<file path="src/rtl/sym_stim_gen.sv">
// Symbol stimulus source: serialises a latched bit pattern (with XOR error
// injection) into SYM_W-bit symbols, paced by a valid-decimation counter, with
// downstream backpressure, single-shot/repeat modes and selectable bit order.
//
// Ports:
//   CLK, nRESET     clock, synchronous active-low reset
//   i_start/i_stop  one-cycle start (idle only) / abort (run only) pulses
//   i_pattern       source bits, bit 0 sent first
//   i_err_mask      XOR mask applied to i_pattern at load
//   i_pat_len       valid pattern bits (clamped to MAX_PAT_W)
//   i_period        emission slot every i_period+1 cycles
//   i_repeat        loop the pattern until i_stop
//   i_swap          first pattern bit of a symbol goes to the MSB
//   i_rdy           downstream ready
//   o_vld/o_data    symbol handshake, held until accepted
//   o_last          last symbol of a pass (qualified by o_vld)
//   o_busy          high while running
//   o_done          one-cycle pulse on completion or abort
//   o_sym_cnt       accepted symbols since start, saturating
module sym_stim_gen #(
   parameter int unsigned MAX_PAT_W = 64,
   parameter int unsigned SYM_W     = 2,
   parameter int unsigned LEN_W     = 7,
   parameter int unsigned PER_W     = 6,
   parameter int unsigned CNT_W     = 16
) (
   input  logic                 CLK,
   input  logic                 nRESET,
   input  logic                 i_start,
   input  logic                 i_stop,
   input  logic [MAX_PAT_W-1:0] i_pattern,
   input  logic [MAX_PAT_W-1:0] i_err_mask,
   input  logic [LEN_W-1:0]     i_pat_len,
   input  logic [PER_W-1:0]     i_period,
   input  logic                 i_repeat,
   input  logic                 i_swap,
   input  logic                 i_rdy,
   output logic                 o_vld,
   output logic [SYM_W-1:0]     o_data,
   output logic                 o_last,
   output logic                 o_busy,
   output logic                 o_done,
   output logic [CNT_W-1:0]     o_sym_cnt
);

   typedef enum logic [1:0] {StIdle, StRun, StDone} state_e;

   state_e               state_q;
   logic [MAX_PAT_W-1:0] pat_q;
   logic [LEN_W-1:0]     ns_q;
   logic [LEN_W-1:0]     k_q;
   logic [PER_W-1:0]     per_q;
   logic [PER_W-1:0]     dec_q;
   logic                 rpt_q;
   logic                 swap_q;
   logic                 vld_q;
   logic [SYM_W-1:0]     data_q;
   logic                 last_q;
   logic                 done_q;
   logic [CNT_W-1:0]     cnt_q;

   logic [LEN_W-1:0]     len_clamp;
   logic [LEN_W-1:0]     ns_load;
   logic [MAX_PAT_W-1:0] pat_load;
   logic [MAX_PAT_W-1:0] pat_shift;
   logic [SYM_W-1:0]     sym;
   logic                 accept;
   logic                 slot;

   always_comb begin
      len_clamp = (i_pat_len > LEN_W'(MAX_PAT_W)) ? LEN_W'(MAX_PAT_W) : i_pat_len;
      ns_load   = LEN_W'((32'(len_clamp) + SYM_W - 1) / SYM_W);
      // Bits beyond the pattern length are zeroed once at load, so a partial
      // final symbol needs no per-symbol masking.
      pat_load  = (i_pattern ^ i_err_mask) & ~({MAX_PAT_W{1'b1}} << len_clamp);
      pat_shift = pat_q >> (k_q * SYM_W);
      sym       = '0;
      for (int unsigned j = 0; j < SYM_W; j++) begin
         if (swap_q) sym[SYM_W-1-j] = pat_shift[j];
         else        sym[j]         = pat_shift[j];
      end
      accept = vld_q & i_rdy;
      slot   = (dec_q == '0);
   end

   always_ff @(posedge CLK) begin
      if (!nRESET) begin
         state_q <= StIdle;
         pat_q   <= '0;
         ns_q    <= '0;
         k_q     <= '0;
         per_q   <= '0;
         dec_q   <= '0;
         rpt_q   <= 1'b0;
         swap_q  <= 1'b0;
         vld_q   <= 1'b0;
         data_q  <= '0;
         last_q  <= 1'b0;
         done_q  <= 1'b0;
         cnt_q   <= '0;
      end else begin
         done_q <= 1'b0;
         unique case (state_q)
            StIdle: begin
               if (i_start) begin
                  pat_q  <= pat_load;
                  ns_q   <= ns_load;
                  per_q  <= i_period;
                  rpt_q  <= i_repeat;
                  swap_q <= i_swap;
                  k_q    <= '0;
                  cnt_q  <= '0;
                  dec_q  <= '0;
                  if (len_clamp == '0) begin
                     state_q <= StDone;
                     done_q  <= 1'b1;
                  end else begin
                     state_q <= StRun;
                  end
               end
            end
            StRun: begin
               dec_q <= (dec_q == per_q) ? '0 : dec_q + 1'b1;
               if (accept) begin
                  vld_q  <= 1'b0;
                  last_q <= 1'b0;
                  k_q    <= last_q ? '0 : k_q + 1'b1;
                  if (cnt_q != '1) cnt_q <= cnt_q + 1'b1;
               end
               if (i_stop) begin
                  vld_q   <= 1'b0;
                  last_q  <= 1'b0;
                  state_q <= StDone;
                  done_q  <= 1'b1;
               end else if (accept && last_q && !rpt_q) begin
                  state_q <= StDone;
                  done_q  <= 1'b1;
               end else if (!vld_q && slot) begin
                  // A slot that lands while a symbol is still pending is dropped.
                  vld_q  <= 1'b1;
                  data_q <= sym;
                  last_q <= (k_q == ns_q - 1'b1);
               end
            end
            StDone: state_q <= StIdle;
            default: state_q <= StIdle;
         endcase
      end
   end

   assign o_vld     = vld_q;
   assign o_data    = data_q;
   assign o_last    = last_q;
   assign o_busy    = (state_q == StRun);
   assign o_done    = done_q;
   assign o_sym_cnt = cnt_q;

endmodule

</file>
<file path="config.mk">
export PLATFORM = sky130hd
export DESIGN_NAME = sym_stim_gen
export DESIGN_NICKNAME = d
export VERILOG_FILES = /design/src/rtl/sym_stim_gen.sv
export SDC_FILE = /design/constraint.sdc
export NUM_CORES = 1
export LEC_CHECK = 0
export CAP_MARGIN = 0
export CORE_MARGIN = 10
export CORE_UTILIZATION = 45
export CTS_CLUSTER_SIZE = 20
export DETAILED_ROUTE_END_ITERATION = 8
export HOLD_SLACK_MARGIN = 0.08
export PLACE_DENSITY_LB_ADDON = 0.25
export SYNTH_ARGS = -nofsm -noshare
export SYNTH_HDL_FRONTEND = slang
export SYNTH_SLANG_ARGS = --single-unit
</file>
<file path="constraint.sdc">
create_clock -name CLK -period 3.3 [get_ports CLK]
set_clock_uncertainty 0.05 [all_clocks]
set_input_delay 0.495 -clock CLK [delete_from_list [all_inputs] [get_ports CLK]]
set_output_delay 0.495 -clock CLK [all_outputs]
set_load 0.005 [all_outputs]
</file>
# Word-level counts from Yosys, hierarchy flattened
# Cells that the tools add are included.
# Widths: inputs -> output; s select.
dict set report word_totals {
  input_bits 148
  ff_bits 115
}
dict set report op_classes {
  eq_ne 8
  n_reduce_logical 15
  n_bitwise 6
  order_cmp 1
  add_sub_neg 6
  n_shift 2
  n_mux 32
}
# op count
set op_table {}
lappend op_table {{$and 64x64->64} 1}
lappend op_table {{$not 64->64} 1}
lappend op_table {{$shl 64x7->64 const A} 1}
lappend op_table {{$shr 64x8->2} 1}
lappend op_table {{$xor 64x64->64} 1}
lappend op_table {{$mux 16} 3}
lappend op_table {{$pmux 16 s2} 1}
lappend op_table {{$mux 7} 4}
lappend op_table {{$add 16x1->16 const B} 1}
lappend op_table {{$ne 16x16->1 const B} 1}
lappend op_table {{$mux 1} 14}
lappend op_table {{$pmux 7 s2} 1}
lappend op_table {{$mux 6} 2}
lappend op_table {{$pmux 6 s2} 1}
lappend op_table {{$add 7x2->8 const B} 1}
lappend op_table {{$mux 2} 4}
lappend op_table {{$reduce_and 4->1} 2}
lappend op_table {{$sub 8x1->8 const B} 1}
lappend op_table {{$add 7x1->7 const B} 1}
lappend op_table {{$eq 7x7->1} 1}
lappend op_table {{$gt 7x7->1 const B} 1}
lappend op_table {{$logic_not 7->1} 1}
lappend op_table {{$sub 7x1->7 const B} 1}
lappend op_table {{$add 6x1->6 const B} 1}
lappend op_table {{other kinds (16)} 23}

# Depth between registers and ports, before layout
# Gate-level depths: netlist of the first run.
dict set report logic_depth {
  depth_word 6
  ltp_mapped 11
}

# Worst setup path after synthesis of the first run
# OpenSTA, ideal clock, no wires.
dict set report synth_path {
  path_type {in2reg}
  start {in i_pat_len[6]}
  end {reg pat_q[18]}
  arrival_time_ns 2.366
  cell_stages 11
  required_time_ns 3.122
  setup_ns 0.128
  path_buffers 3
  slack_ns 0.757
  path_cell_list {clkbuf_1 > clkbuf_1 > clkbuf_1 > nand2b_1 > inv_1 > ha_1 > or2_2 > o21ai_0 > a211oi_1 > a21oi_1 > nor2_1}
}
dict set report synth_between {
  elab_chain_cells 5
}
# item line_no
set synth_rtl {}
lappend synth_rtl {{from (decl)} 33} ;# input logic [LEN_W-1:0] i_pat_len,
lappend synth_rtl {{$gt 7x7->1} 71} ;# len_clamp = (i_pat_len > LEN_W'(MAX_PAT_W)) ? LEN_W'(MAX_PAT_W) : i_pat_len;
lappend synth_rtl {{$mux 7 *} 71}
lappend synth_rtl {{$shl 64x7->64 *} 75} ;# pat_load = (i_pattern ^ i_err_mask) & ~({MAX_PAT_W{1'b1}} << len_clamp);
lappend synth_rtl {{$not 64->64 *} 75}
lappend synth_rtl {{$and 64x64->64 *} 75}
lappend synth_rtl {{to (signal assigned)} 106} ;# pat_q <= pat_load;
lappend synth_rtl {{to (decl)} 49} ;# logic [MAX_PAT_W-1:0] pat_q;
# Mark *: on every way between the ends. The rest lies on a longest branch, timed or not.
# A chain may end at the register's enable or synchronous reset.

# Worst setup path in the final report of the first run
dict set report layout_path {
  start {reg k_q[1]}
  end {reg data_q[0] (netlist: o_data[0])}
}
dict set report layout_between {
  elab_chain_cells 2
}
# item line_no
set layout_rtl {}
lappend layout_rtl {{from (decl)} 51} ;# logic [LEN_W-1:0] k_q;
lappend layout_rtl {{from (signal assigned)} 127} ;# k_q <= last_q ? '0 : k_q + 1'b1;
lappend layout_rtl {{$shr 64x8->2} 76} ;# pat_shift = pat_q >> (k_q * SYM_W);
lappend layout_rtl {{$mux 1} 79} ;# if (swap_q) sym[SYM_W-1-j] = pat_shift[j];
lappend layout_rtl {{to (signal assigned)} 141} ;# data_q <= sym;
lappend layout_rtl {{to (decl)} 57} ;# logic [SYM_W-1:0] data_q;
# Every way passes these cells.

==> flow_results.org, run 1 <==
** Place
- The wire-length estimate of the detail-placed layout is approximately 15000 um.
- Timing analysis after detailed placement gives a worst setup slack of roughly 540 ps.
- At the end of routability-driven placement, the weighted congestion stood at slightly above 0.9.
- The count of buffers added on input and output ports is around 170.

** Pwr
- Internal power component :: roughly 3.3 mW
- Proportion of power drawn by the clock network :: 0.492
- Combinational cell fraction of total power :: 0.158
- Net switching share of the total power :: 0.2371
- The share of total power dissipated in sequential elements is 0.351.
- For this design the total switching power over the nets is 1.019 mW.
- Maximum vdd drop :: between 0.4 and 0.5 mV
- LEAKAGE :: between 3 and 4 nW
- In this run the power density over the cells is about 470 nW/um^2.

** Yosys
- Area of the mapped netlist :: around 6600 um^2
- In this run, distinct cell masters in the synthesized netlist total 62.
- Number of cells produced by synthesis :: approximately 770
- The number of nets handed over by synthesis was approximately 930.
- Ranked by total cell area, the synthesized netlist is headed by sky130_fd_sc_hd__dfxtp_1 35%, sky130_fd_sc_hd__a21oi_1 7.6%, sky130_fd_sc_hd__xor2_1 7.2%.
- The synthesized design contains 0 enable-type register cells.
- Each instance of the synthesized netlist takes up on average 8.500 um^2.
- The share of the Yosys chip area taken by registers is 0.3499.
- The most used flip-flop cell after synthesis is sky130_fd_sc_hd__dfxtp_1.
- The share of synthesized area in the top cell type comes to 0.3499.
- Counting flops with an async set or reset pin after synthesis yields a share of 0.
- The biggest area contributor in the post-synthesis netlist is sky130_fd_sc_hd__dfxtp_1.
- The synthesized design contains between 100 and 150 register bits.
- Number of synthesis warnings :: 0

** STA
- In this run the tightest slew margin relative to its limit is 0.4724.
- The number of slew-limit violations in the final report is 0.
- The hold violation count in the final report was 0.
- Setup violations remaining at the end of the flow were counted as 0.
- Slew of the pin with the lowest slew margin :: a little under 800 ps
- Max Clk Rate :: about 400 MHz
- Unrepaired setup endpoints after global routing :: false
- After routing, the total negative slack on setup checks comes to 0 ps.
- Worst path setup slack after routing :: 740.1 ps
- Time the worst path needs with I/O delays and setup :: 2560 ps
- Dividing the final minimum period by the clock period gives 0.7757.

** Worst setup path
- STA classifies the critical path endpoint as a flop.
- The worst register-to-register path begins at k_q[1].
- Timing startpoint of the critical path :: k_q[1]
- Cell-by-cell trace of the critical path :: buf_4 > mux4_1 > mux4_2 > mux2_2 > o2111ai_1 > o211ai_2
- CP Launch Type :: flop
- CP max stage delay :: around 620 ps
- In this run the worst path has a maximum fanout of 17.
- Counting both buffers and inverters, the worst setup path holds a total of 1.
- For the worst setup path, the data required time is 3540 ps.
- The largest individual stage delay along the critical path comes from the cell sky130_fd_sc_hd__mux4_1.
- The critical path is of the flop to flop type.
- Cell type group with the largest total delay on the critical path :: multiplexers
- Arrival time at the worst endpoint :: between 2000 and 3000 ps

** Drt
- Average routed wire per standard cell :: between 15 and 20 um
- The routed design has just over 20000 um of wire.
- After the first detailed-routing iteration, the DRC count stood at 492.
- After detailed routing, the number of remaining DRC violations is 0.
- In this run the remaining antenna-violating nets after routing total 0.
- Vias per cell :: 5.754
- For this run, the detailed router's first-pass iteration total came to 7.
- Vias :: between 6000 and 7000

** GRT
- Entering global routing, the biggest net connects 67 pins.
- Sum of overflow across all layers after global routing :: 0
- For this run, the total global-route usage over all layers was measured as 0.2038.
- The via count of the first global-routing pass came to ~6400.
- The first global-routing pass estimated 32770 um of wire.
- The number of antenna violations at the first check in global routing is 0.

** Finish
- Area overhead of the layout relative to synthesis :: 38.00%
- Counting the fill cells in the layout gives around 1300.
- The final layout contains 1081 nets.
- 0 antenna diodes ended up in the layout.
- Of the cells placed in the final design, the portion with a size suffix greater than 1 is 0.06731.

** Floorplanning
- The die is roughly 140 um tall.
- During I/O placement, the number of pins put on the boundary was 170.
- Die Footprint :: between 15000 and 20000 um^2
- Placeable Area :: between 10000 and 15000 um^2
- In this run the core area contains 44 standard-cell rows.
- For this configuration, the core starts out at a cell density of 0.4561.
- Measured along the x axis, the die boundary spans ~140 um.

** Run status
- Status :: finished, final reports clean

** Clock network
- Cts-stage hold buffer count :: 0
- The clock reaches the later pin of the worst-skew pair after 420 ps.
- The root buffer cell chosen for the clock tree is sky130_fd_sc_hd__clkbuf_16.
- Number of buffers created by CTS :: 17
- After clock tree synthesis, the setup repair step added 0 buffers.
- TritonCTS built the clock tree.
- Number of buffers on the longest clock path :: 2
- Clock net sink count :: around 120
- Clock-pin slew was measured on the worst setup and hold paths at roughly 50 ps.
- H-tree lvl count :: 4
- Number of gates given a new drive strength after cts :: 0

** Flow run
- Across the run, the number of max-cap violations was 0.

** Min path
- Hold Path Class :: flop to flop
- Origin of the worst min-delay path :: pat_q[52]
## cell families after synthesis
logic type | share of synthesized area
simple gates | 0.1833
compound gates | 0.2054
flops | 0.3499
xor+xnor | 0.1145
buf+inv | 0.04432
mux | 0.08349
fa+ha+maj | 0.01902
## Yosys cell counts (3+ instances only)
master / n
sky130_fd_sc_hd__dfxtp_1: 115
sky130_fd_sc_hd__a21oi_1: 100
sky130_fd_sc_hd__nor2_1: 74
sky130_fd_sc_hd__nand2_1: 73
sky130_fd_sc_hd__xor2_1: 54
sky130_fd_sc_hd__clkbuf_1: 46
sky130_fd_sc_hd__xnor2_1: 32
sky130_fd_sc_hd__o21ai_0: 31
sky130_fd_sc_hd__o211ai_1: 26
sky130_fd_sc_hd__nor3_1: 21
sky130_fd_sc_hd__nand3_1: 18
sky130_fd_sc_hd__a211oi_1: 16
sky130_fd_sc_hd__mux4_1: 14
sky130_fd_sc_hd__ha_1: 10
sky130_fd_sc_hd__inv_1: 10
sky130_fd_sc_hd__o2111ai_1: 9
sky130_fd_sc_hd__a2111oi_0: 8
sky130_fd_sc_hd__and3_1: 7
sky130_fd_sc_hd__nor2b_1: 7
sky130_fd_sc_hd__and2_1: 6
sky130_fd_sc_hd__mux4_2: 6
sky130_fd_sc_hd__nand2b_1: 6
sky130_fd_sc_hd__nand3b_1: 6
sky130_fd_sc_hd__nand4_1: 6
sky130_fd_sc_hd__or4_1: 6
sky130_fd_sc_hd__buf_1: 5
sky130_fd_sc_hd__nor3b_1: 4
sky130_fd_sc_hd__or3_1: 4
sky130_fd_sc_hd__a22oi_1: 3
sky130_fd_sc_hd__a31oi_1: 3
sky130_fd_sc_hd__o21ai_1: 3
sky130_fd_sc_hd__o311ai_0: 3
sky130_fd_sc_hd__or2_1: 3
sky130_fd_sc_hd__or2_2: 3
## layer usage
layer  up-vias  GRT usage  wire length, um
met5         -          0                0
met4         0    0.07772              534
met3        37    0.06483             1715
met2       277     0.3342             9934
met1      3011     0.2430             8287
li1       3119          -                -
## path summary, 6_finish.rpt
kind	endpoint	slack (ps)	cells past startpoint
worst max-delay path	o_data[0]	740	6
worst min-delay path	pat_q[52]	400	2
worst max register to register	o_data[0]	740	6
worst min register to register	pat_q[52]	400	2
## per-stage QoR
step | total power, mW | std cells | util | cell area, um^2 | hold WS (ps)
after floorplan | 1.873 | 774 | - | 6579 | 377.1
after global placement | 2.197 | 1088 | 0.5825 | 8402 | 385.9
after detailed placement | 2.206 | 1088 | 0.5825 | 8402 | 391.5
after CTS | 4.308 | 1120 | 0.6294 | 9079 | 398.1
after global routing | 4.454 | 1120 | 0.6294 | 9079 | 421.0
final | 4.299 | 1120 | 0.6294 | 9079 | 400.1
## registers in the layout, summed over array words and instances, names as in the netlist
name / count
per_q: 6
state_q: 2
o_data: 2
swap_q: 1
o_done: 1
o_vld: 1
o_last: 1
o_sym_cnt: 16
ns_q: 7
k_q: 7
dec_q: 6
rpt_q: 1
pat_q: 64
## layout make-up
cell class	instances	area, um^2	area share
clock inverter	9	198.9	0.02191
timing repair buffer	186	1832	0.2018
multi-input combinational	591	3993	0.4398
tap	184	230.2	0.02536
clock buffer	23	478.0	0.05265
sequential	115	2302	0.2536
inverter	12	45.04	0.004961
## cells in the final DEF, fill, tap and decap left out, types with 4 or more instances in the layout
cell type / count
sky130_fd_sc_hd__a2111oi_0: 8
sky130_fd_sc_hd__a211oi_1: 16
sky130_fd_sc_hd__a21oi_1: 100
sky130_fd_sc_hd__and2_1: 6
sky130_fd_sc_hd__and3_1: 7
sky130_fd_sc_hd__buf_4: 16
sky130_fd_sc_hd__bufinv_16: 6
sky130_fd_sc_hd__clkbuf_16: 17
sky130_fd_sc_hd__clkdlybuf4s50_1: 169
sky130_fd_sc_hd__dfxtp_1: 115
sky130_fd_sc_hd__ha_1: 10
sky130_fd_sc_hd__inv_1: 10
sky130_fd_sc_hd__mux4_1: 14
sky130_fd_sc_hd__mux4_2: 6
sky130_fd_sc_hd__nand2_1: 72
sky130_fd_sc_hd__nand2b_1: 6
sky130_fd_sc_hd__nand3_1: 18
sky130_fd_sc_hd__nand3b_1: 6
sky130_fd_sc_hd__nand4_1: 6
sky130_fd_sc_hd__nor2_1: 74
sky130_fd_sc_hd__nor2b_1: 7
sky130_fd_sc_hd__nor3_1: 21
sky130_fd_sc_hd__nor3b_1: 4
sky130_fd_sc_hd__o2111ai_1: 9
sky130_fd_sc_hd__o211ai_1: 26
sky130_fd_sc_hd__o21ai_0: 31
sky130_fd_sc_hd__or3_1: 4
sky130_fd_sc_hd__or4_1: 6
sky130_fd_sc_hd__xnor2_1: 32
sky130_fd_sc_hd__xor2_1: 54
## power groups by stage
stage                     logic (mW)  registers (mW)  clock network [mW]
after floorplan                0.356            1.52                   0
after global placement         0.664            1.53                   0
after detailed placement       0.672            1.53                   0
after CTS                      0.677            1.51                2.13
after global routing           0.742            1.51                2.20
final                          0.678            1.51                2.11
## worst reg2reg max path, stage by stage, from the launching register on
cell and delay [ps]:
sky130_fd_sc_hd__dfxtp_1 370, sky130_fd_sc_hd__buf_4 320, sky130_fd_sc_hd__mux4_1 630, sky130_fd_sc_hd__mux4_2 500, sky130_fd_sc_hd__mux2_2 320, sky130_fd_sc_hd__o2111ai_1 130
sky130_fd_sc_hd__o211ai_2 120
Note: power is estimated with default switching activity, not from simulation.
==> run 2: changes to the inputs <==
==> constraint.sdc (replaced) <==
create_clock -name CLK -period 2.14 [get_ports CLK]
set_clock_uncertainty 0.05 [all_clocks]
set_input_delay 0.321 -clock CLK [delete_from_list [all_inputs] [get_ports CLK]]
set_output_delay 0.321 -clock CLK [all_outputs]
set_load 0.005 [all_outputs]
==> run 2 against run 1 <==
The run now ends with negative setup slack left. Die area stayed put. First-iteration DRC count increased by 4.5%. Sequential share of layout area down 1.3 points. Cell count increased by 5.3%. Clock-buffer cell count fell by 1. Critical endpoint unchanged. Largest power group unchanged.
==> flow_results.org, run 2 (synthesized netlist as in run 1, its figures left out) <==
** STA
- Worst rel slew slack :: 0.6617 (+0.1894)
- Time the worst path needs with I/O delays and setup :: 2166 ps (-393.7 ps)
- The hold violation count in the final report was 0 (unchanged).
- Worst path setup slack after routing :: -26.18 ps (-766.3 ps)
- The worst-margin pin slew came to 494.6 ps (-289.6 ps).
- The final cycle utilization of the critical path came to 1.012 (+0.2365).
- The final total negative setup slack came to -50.51 ps (-50.51 ps).
- Endpoints failing setup :: 2 (+2)
- The number of slew-limit violations in the final report is 0 (unchanged).
- Unrepaired setup endpoints after global routing :: true
- The maximum clock rate is 461.6 MHz (+18%).

** Floorplanning
- The number of top-level pins is 170 (unchanged).
- The initial cell density of the core came to 0.4561 (unchanged).
- Placeable Area :: 14420 um^2 (unchanged)
- The width of the chip was 140.9 um (unchanged).
- The height of the die came to 140.9 um (unchanged).
- The total die area is 19860 um^2 (unchanged).
- The number of placement rows is 44 (unchanged).

** Finish
- The total inserted antenna cells was 0 (unchanged).
- Fraction of layout instances using a drive strength above 1 :: 0.1487 (+0.08144)
- Post-Route Utilization :: 0.6651 (+0.03565)
- Commonest non-fill, non-tap cell in the layout :: sky130_fd_sc_hd__clkdlybuf4s50_1
- Relative to the synthesized area, the layout overhead comes to 45.82%.
- Top library cells by usage in the layout, fill and taps aside :: 169 x sky130_fd_sc_hd__clkdlybuf4s50_1, 114 x sky130_fd_sc_hd__dfxtp_1, 100 x sky130_fd_sc_hd__a21oi_1
- Fill cell total of the finished layout :: 1193 (-5.7%)
- Most flop-heavy register :: pat_q
- The post-layout net count came to 1140 (+5.5%).
- Non-filler instance count after layout :: 1179 (+5.3%)
- Max reg flops :: 64 (unchanged)

** Worst setup path
- CP Launch Type :: flop
- The largest driver fanout on the critical path was 8 (-9).
- Endpoint type of the worst setup path :: flop
- The required time of the critical path is 2400 ps (-1140 ps).
- Kind of critical path :: flop to flop
- The signal arrival time at the worst endpoint is 2420 ps (-380 ps).

** Flow run
- The max-capacitance violation count came to 0 (unchanged).

** GRT
- The largest net degree at the start of global routing came to 59 (-12%).
- Global-route wire length before repair :: 34990 um (+6.8%)
- Global-route total usage across every layer :: 0.2180 (+0.01429)
- The remaining global-route overflow is 0 (unchanged).
- The number of antenna violations at the first check in global routing is 0 (unchanged).
- Vias in the first global route :: 6648 (+4.4%)

** Place
- The total instance count after detailed placement came to 1147 (+5.4%).
- Estimated wirelength of the detail-placed design :: 16440 um (+6.7%)
- Port bufs :: 169 (unchanged)
- GPL Wtd Cong :: 0.8891 (-2.8%)

** Min path
- Hold Path Class :: primary input to flop

** Drt
- The remaining design rule violation count came to 0 (unchanged).
- Detailed Route Iter0 Violations :: 514 (+4.5%)
- Vias :: 6650 (+3.2%)
- Average routed wire per standard cell :: 18.31 um (+0.20%)
- Vias per cell :: 5.640 (-2.0%)
- The remaining antenna violation count after routing came to 0 (unchanged).
- The number of iterations in the first detailed-routing pass was 5 (-2).
- The wire length after detailed routing is 21590 um (+5.5%).

** Clock network
- The H-tree depth came to 4 (unchanged).
- CTS root buffer :: sky130_fd_sc_hd__clkbuf_16
- Clock insertion delay at the later pin of the skew report :: 430 ps (about the same)
- The number of buffers added for setup after CTS is 0 (unchanged).
- Number of buffers created by CTS :: 17 (unchanged)
- The clock transition at the registers of the reported paths came to 50 ps (about the same).
- Number of buffers on the longest clock path :: 2 (unchanged)
- TritonCTS built the clock tree.
- Cts-stage hold buffer count :: 0 (unchanged)
- Clock net sink count :: 115 (unchanged)

** Pwr
- Power density normalized to cell area :: 681.6 nW/um^2 (+44%)
- The standby leakage power is 3.571 nW (+7.2%).
- Maximum vdd drop :: 0.6543 mV (+63%)

** Run status
- The checks that failed: negative setup slack.
- The run finished, with violations left.
[run 2: through the flow]
step / worst slack [ps] / power, mW / cell area (um^2) / hold slack [ps]
after floorplan: -33.11 / 2.897 / 6614 / 377.1
after global placement: -177.8 / 3.488 / 8942 / 390.5
after detailed placement: -225.9 / 3.502 / 8942 / 396.9
after CTS: -49.81 / 6.548 / 9565 / 386.4
after global routing: -80.47 / 6.785 / 9593 / 419.2
final: -26.18 / 6.538 / 9593 / 398.8
[run 2: layout make-up]
cell class / count / area, um^2 / area share
inverters: 12 / 45.04 / 0.004695
repair buffers: 245 / 2350 / 0.2449
clock inverters: 10 / 152.6 / 0.01591
well taps: 184 / 230.2 / 0.02400
multi-input cells: 591 / 4025 / 0.4196
clock buffers: 22 / 484.2 / 0.05048
flip-flops and latches: 115 / 2306 / 0.2404
[run 2: path summary, 6_finish.rpt]
path                    start         to  slack, ps  cells past startpoint
hold reg to reg     pat_q[59]  pat_q[59]        400                      2
hold / removal    i_period[2]   per_q[2]        400                      3
setup reg to reg       k_q[1]  o_data[0]        -30                      6
setup / recovery       k_q[1]  o_data[0]        -30                      6
[run 2: where the power goes]
part / leakage (nW) / internal, mW / total [mW] / switching [mW]
Sequential: 0.938 / 2.25 / 2.33 / 0.0830
Clock: 0.316 / 2.06 / 3.04 / 0.988
Combinational: 2.32 / 0.619 / 1.16 / 0.541
Total: 3.57 / 4.93 / 6.54 / 1.61
[run 2: routing by layer]
| metal | wire length, um | part of all wire | vias up | GRT usage |
|---|---|---|---|---|
| met2 | 10350 | 0.48 | 299 | 0.3522 |
| met4 | 608 | 0.028 | 0 | 0.08315 |
| met1 | 8751 | 0.41 | 3098 | 0.2626 |
| met5 | 0 | 0 | - | 0 |
| met3 | 1885 | 0.087 | 46 | 0.07256 |
| li1 | - | - | 3207 | - |
[run 2: worst max-delay path, stage by stage, from the launching register on]
cell and delay, ps:
sky130_fd_sc_hd__dfxtp_4 370, sky130_fd_sc_hd__buf_12 140, sky130_fd_sc_hd__mux4_2 500, sky130_fd_sc_hd__mux4_2 500, sky130_fd_sc_hd__mux2_4 320, sky130_fd_sc_hd__o2111ai_4 70
sky130_fd_sc_hd__o211ai_2 100
[run 2: what timing repair did]
item,in CTS,in global routing
gates resized for setup,11,8
pin swaps,0,6
endpoints found under the setup margin,3,8
==> run 3: changes to the inputs <==
--- a/config.mk
+++ b/config.mk
@@ -5,8 +5,6 @@
 export SDC_FILE = /design/constraint.sdc
 export NUM_CORES = 1
 export LEC_CHECK = 0
-export CAP_MARGIN = 0
-export CORE_MARGIN = 10
 export CORE_UTILIZATION = 45
 export CTS_CLUSTER_SIZE = 20
 export DETAILED_ROUTE_END_ITERATION = 8
==> constraint.sdc (replaced) <==
create_clock -name CLK -period 2.1 [get_ports CLK]
set_clock_uncertainty 0.05 [all_clocks]
set_input_delay 0.315 -clock CLK [delete_from_list [all_inputs] [get_ports CLK]]
set_output_delay 0.315 -clock CLK [all_outputs]
set_load 0.005 [all_outputs]
==> run 3 against run 2 <==
The flow still finishes with violations (negative setup slack). Cell count up 0.59%. Core utilization rose by 2.0 points. Global-route usage rose by 6.5 points. Critical path depth unchanged. Clock power is 4% lower. Register-to-register slack got worse by 60 ps. Via count up 1.4%. Total power decreased by 0.51%. First-iteration DRC count rose by 5.3%. Largest cell class unchanged. Highest routed layer unchanged.
==> flow_results.org, run 3 (synthesized netlist as in run 1, its figures left out) <==
** Floorplanning
- Placeable Area :: 14100 um^2 (-2.3%)
- The height of the die came to 122.9 um (-13%).
- Width of the chip :: 122.9 um (-13%)
- Ports placed on the boundary :: 170 (unchanged)
- Die Footprint :: 15110 um^2 (-24%)
- The number of placement rows came to 43 (-2.3%).
- Initial cell density of the core :: 0.4667 (+0.01061)

** Finish
- The proportion of layout cells with a drive suffix above 1 came to 0.1531 (+0.004338).
- The number of standard cells in the layout, taps in and fillers out is 1186 (+0.59%).
- In the layout the commonest cells are 169 x sky130_fd_sc_hd__clkdlybuf4s50_1, 113 x sky130_fd_sc_hd__dfxtp_1, 99 x sky130_fd_sc_hd__a21oi_1.
- Commonest non-fill, non-tap cell in the layout :: sky130_fd_sc_hd__clkdlybuf4s50_1
- Fill cell total of the finished layout :: 1137 (-4.7%)
- The number of flip-flops in the largest register came to 64 (unchanged).
- The total inserted antenna cells came to 0 (unchanged).
- The post-layout net count is 1151 (+0.96%).
- pat_q holds more flip-flops than any other register.
- Area overhead of the layout relative to synthesis :: 46.82%

** STA
- Number of hold violations in the final report :: 0 (unchanged)
- The final total negative setup slack came to -159.9 ps (-109.4 ps).
- Worst rel slew slack :: 0.6586 (-0.003145)
- The number of slew-limit violations in the final report is 0 (unchanged).
- Part of the cycle the worst path needs :: 1.039 (+0.02699)
- The worst hold slack after final layout was 398.8 ps (-0.04300 ps).
- Endpoints failing setup :: 2 (unchanged)
- Setup repair after global routing could not meet its margin everywhere.
- The clock period minus final worst setup slack is 2182 ps (+16.19 ps).
- Slew of the pin with the lowest slew margin :: 511.5 ps (+16.81 ps)
- Worst path setup slack after routing :: -82.37 ps (-56.19 ps)
- Max Clk Rate :: 458.2 MHz (-0.74%)

** Pwr
- The worst IR drop on VDD was 0.6096 mV (-6.8%).
- The overall power after layout is 6.505 mW (-0.51%).
- The areal power density over the cells is 673.5 nW/um^2 (-1.2%).
- The standby leakage power is 3.626 nW (+1.5%).

** GRT
- The number of antenna violations at the first check in global routing was 1 (+1).
- The wire length of the first global-routing pass was 32110 um (-8.2%).
- Vias in the first global route :: 6244 (-6.1%)
- Global-route total usage across every layer :: 0.2828 (+0.06474)
- Sum of overflow across all layers after global routing :: 0 (unchanged)
- Pin count of the biggest net entering global routing :: 48 (-19%)

** Flow run
- Max-cap check violation count :: 0 (unchanged)

** Drt
- The average detailed-routed wire length per instance is 17.34 um (-5.3%).
- The per-cell via count in the routed design is 5.686 (+0.81%).
- Count of nets left with antenna violations after detail routing :: 0 (unchanged)
- The wire length after detailed routing is 20560 um (-4.8%).
- The first-iteration detailed-routing DRC count is 541 (+5.3%).
- Vias :: 6744 (+1.4%)
- The number of iterations in the first detailed-routing pass came to 5 (unchanged).
- The remaining design rule violation count came to 0 (unchanged).

** Place
- GPL Wtd Cong :: 0.9805 (+10%)
- The worst slack after detailed placement is -311.8 ps (-85.90 ps).
- The total instance count after detailed placement is 1154 (+0.61%).
- Port bufs :: 169 (unchanged)
- Estimated wirelength of the detail-placed design :: 15690 um (-4.6%)

** Worst setup path
- The worst setup path is of the flop to flop kind.
- Endpoint type of the worst setup path :: flop
- CP required :: 2350 ps (-50 ps)
- STA classifies the critical path startpoint as a flop.
- The signal arrival time at the worst endpoint was 2430 ps (about the same).
- The largest driver fanout on the critical path came to 8 (unchanged).

** Clock network
- The number of buffers added to fix hold violations after cts is 0 (unchanged).
- Number of buffers created by CTS :: 17 (unchanged)
- H-tree lvl count :: 4 (unchanged)
- TritonCTS clock tree :: built
- Clock transition time at the flip-flop clock pins of the worst setup and hold paths :: 50 ps (about the same)
- CTS root buffer :: sky130_fd_sc_hd__clkbuf_16
- Number of setup buffers added after CTS :: 0 (unchanged)
- The deepest clock path buffer count came to 2 (unchanged).
- Clock insertion delay at the later pin of the skew report :: 420 ps (about the same)
- The number of sinks handled by clock tree synthesis was 115 (unchanged).

** Run status
- Status :: finished with violations
- The checks that failed: negative setup slack.

** Min path
- The path class of the tightest hold or removal check is flop to flop.
==> run 3: cell count changes in the layout (fill, tap and decap cells not counted), moves of 2 or more <==
cell	change
sky130_fd_sc_hd__buf_4	+9
sky130_fd_sc_hd__clkinv_2	-2
sky130_fd_sc_hd__buf_12	+2
sky130_fd_sc_hd__mux4_2	-4
sky130_fd_sc_hd__bufinv_16	-2
sky130_fd_sc_hd__mux4_1	+4
==> run 3: routing by layer <==
metal | track usage | part of all wire | up-vias
li1 | - | - | 3240
met1 | 0.3499 | 0.41 | 3138
met2 | 0.4575 | 0.48 | 315
met3 | 0.07611 | 0.077 | 51
met4 | 0.1311 | 0.034 | 0
met5 | 0 | 0 | -
==> run 3: worst paths after layout <==
path,from,end,slack (ps),cells after the start
setup / recovery,k_q[1],o_data[0],-80,6
hold / removal,pat_q[59],pat_q[59],400,2
setup reg to reg,k_q[1],o_data[0],-80,6
hold reg to reg,pat_q[59],pat_q[59],400,2
==> run 3: report_power, final <==
group | switching (mW) | leakage [nW] | internal [mW]
Clock | 1.02 | 0.292 | 1.90
Sequential | 0.0835 | 0.938 | 2.29
Combinational | 0.565 | 2.40 | 0.649
==> run 3: timing repair <==
| action | in CTS | in global routing |
|---|---|---|
| setup endpoints to repair | 2 | 4 |
| resized for setup | 7 | 5 |
| pin swaps | 1 | 2 |
==> run 3: critical path: stages (launching register included) <==
cell,delay (ps)
sky130_fd_sc_hd__dfxtp_4,370
sky130_fd_sc_hd__buf_12,140
sky130_fd_sc_hd__mux4_2,500
sky130_fd_sc_hd__mux4_2,530
sky130_fd_sc_hd__mux2_4,310
sky130_fd_sc_hd__o2111ai_2,70
sky130_fd_sc_hd__o211ai_2,90
==> run 3: through the flow <==
step | area [um^2] | utilization
final | 9659 | 0.6852
after global routing | 9659 | 0.6852
after CTS | 9643 | 0.6841
after detailed placement | 9055 | 0.6424
after global placement | 9055 | 0.6424
after floorplan | 6635 | -
==> run 3: area by class of cell <==
class / instances / area (um^2) / area share
tap: 180 / 225.2 / 0.02332
timing repair buffer: 256 / 2457 / 0.2544
sequential: 115 / 2307 / 0.2389
clock inverter: 8 / 98.84 / 0.01023
clock buffer: 24 / 501.7 / 0.05194
multi-input combinational: 591 / 4024 / 0.4166
inverter: 12 / 45.04 / 0.004663
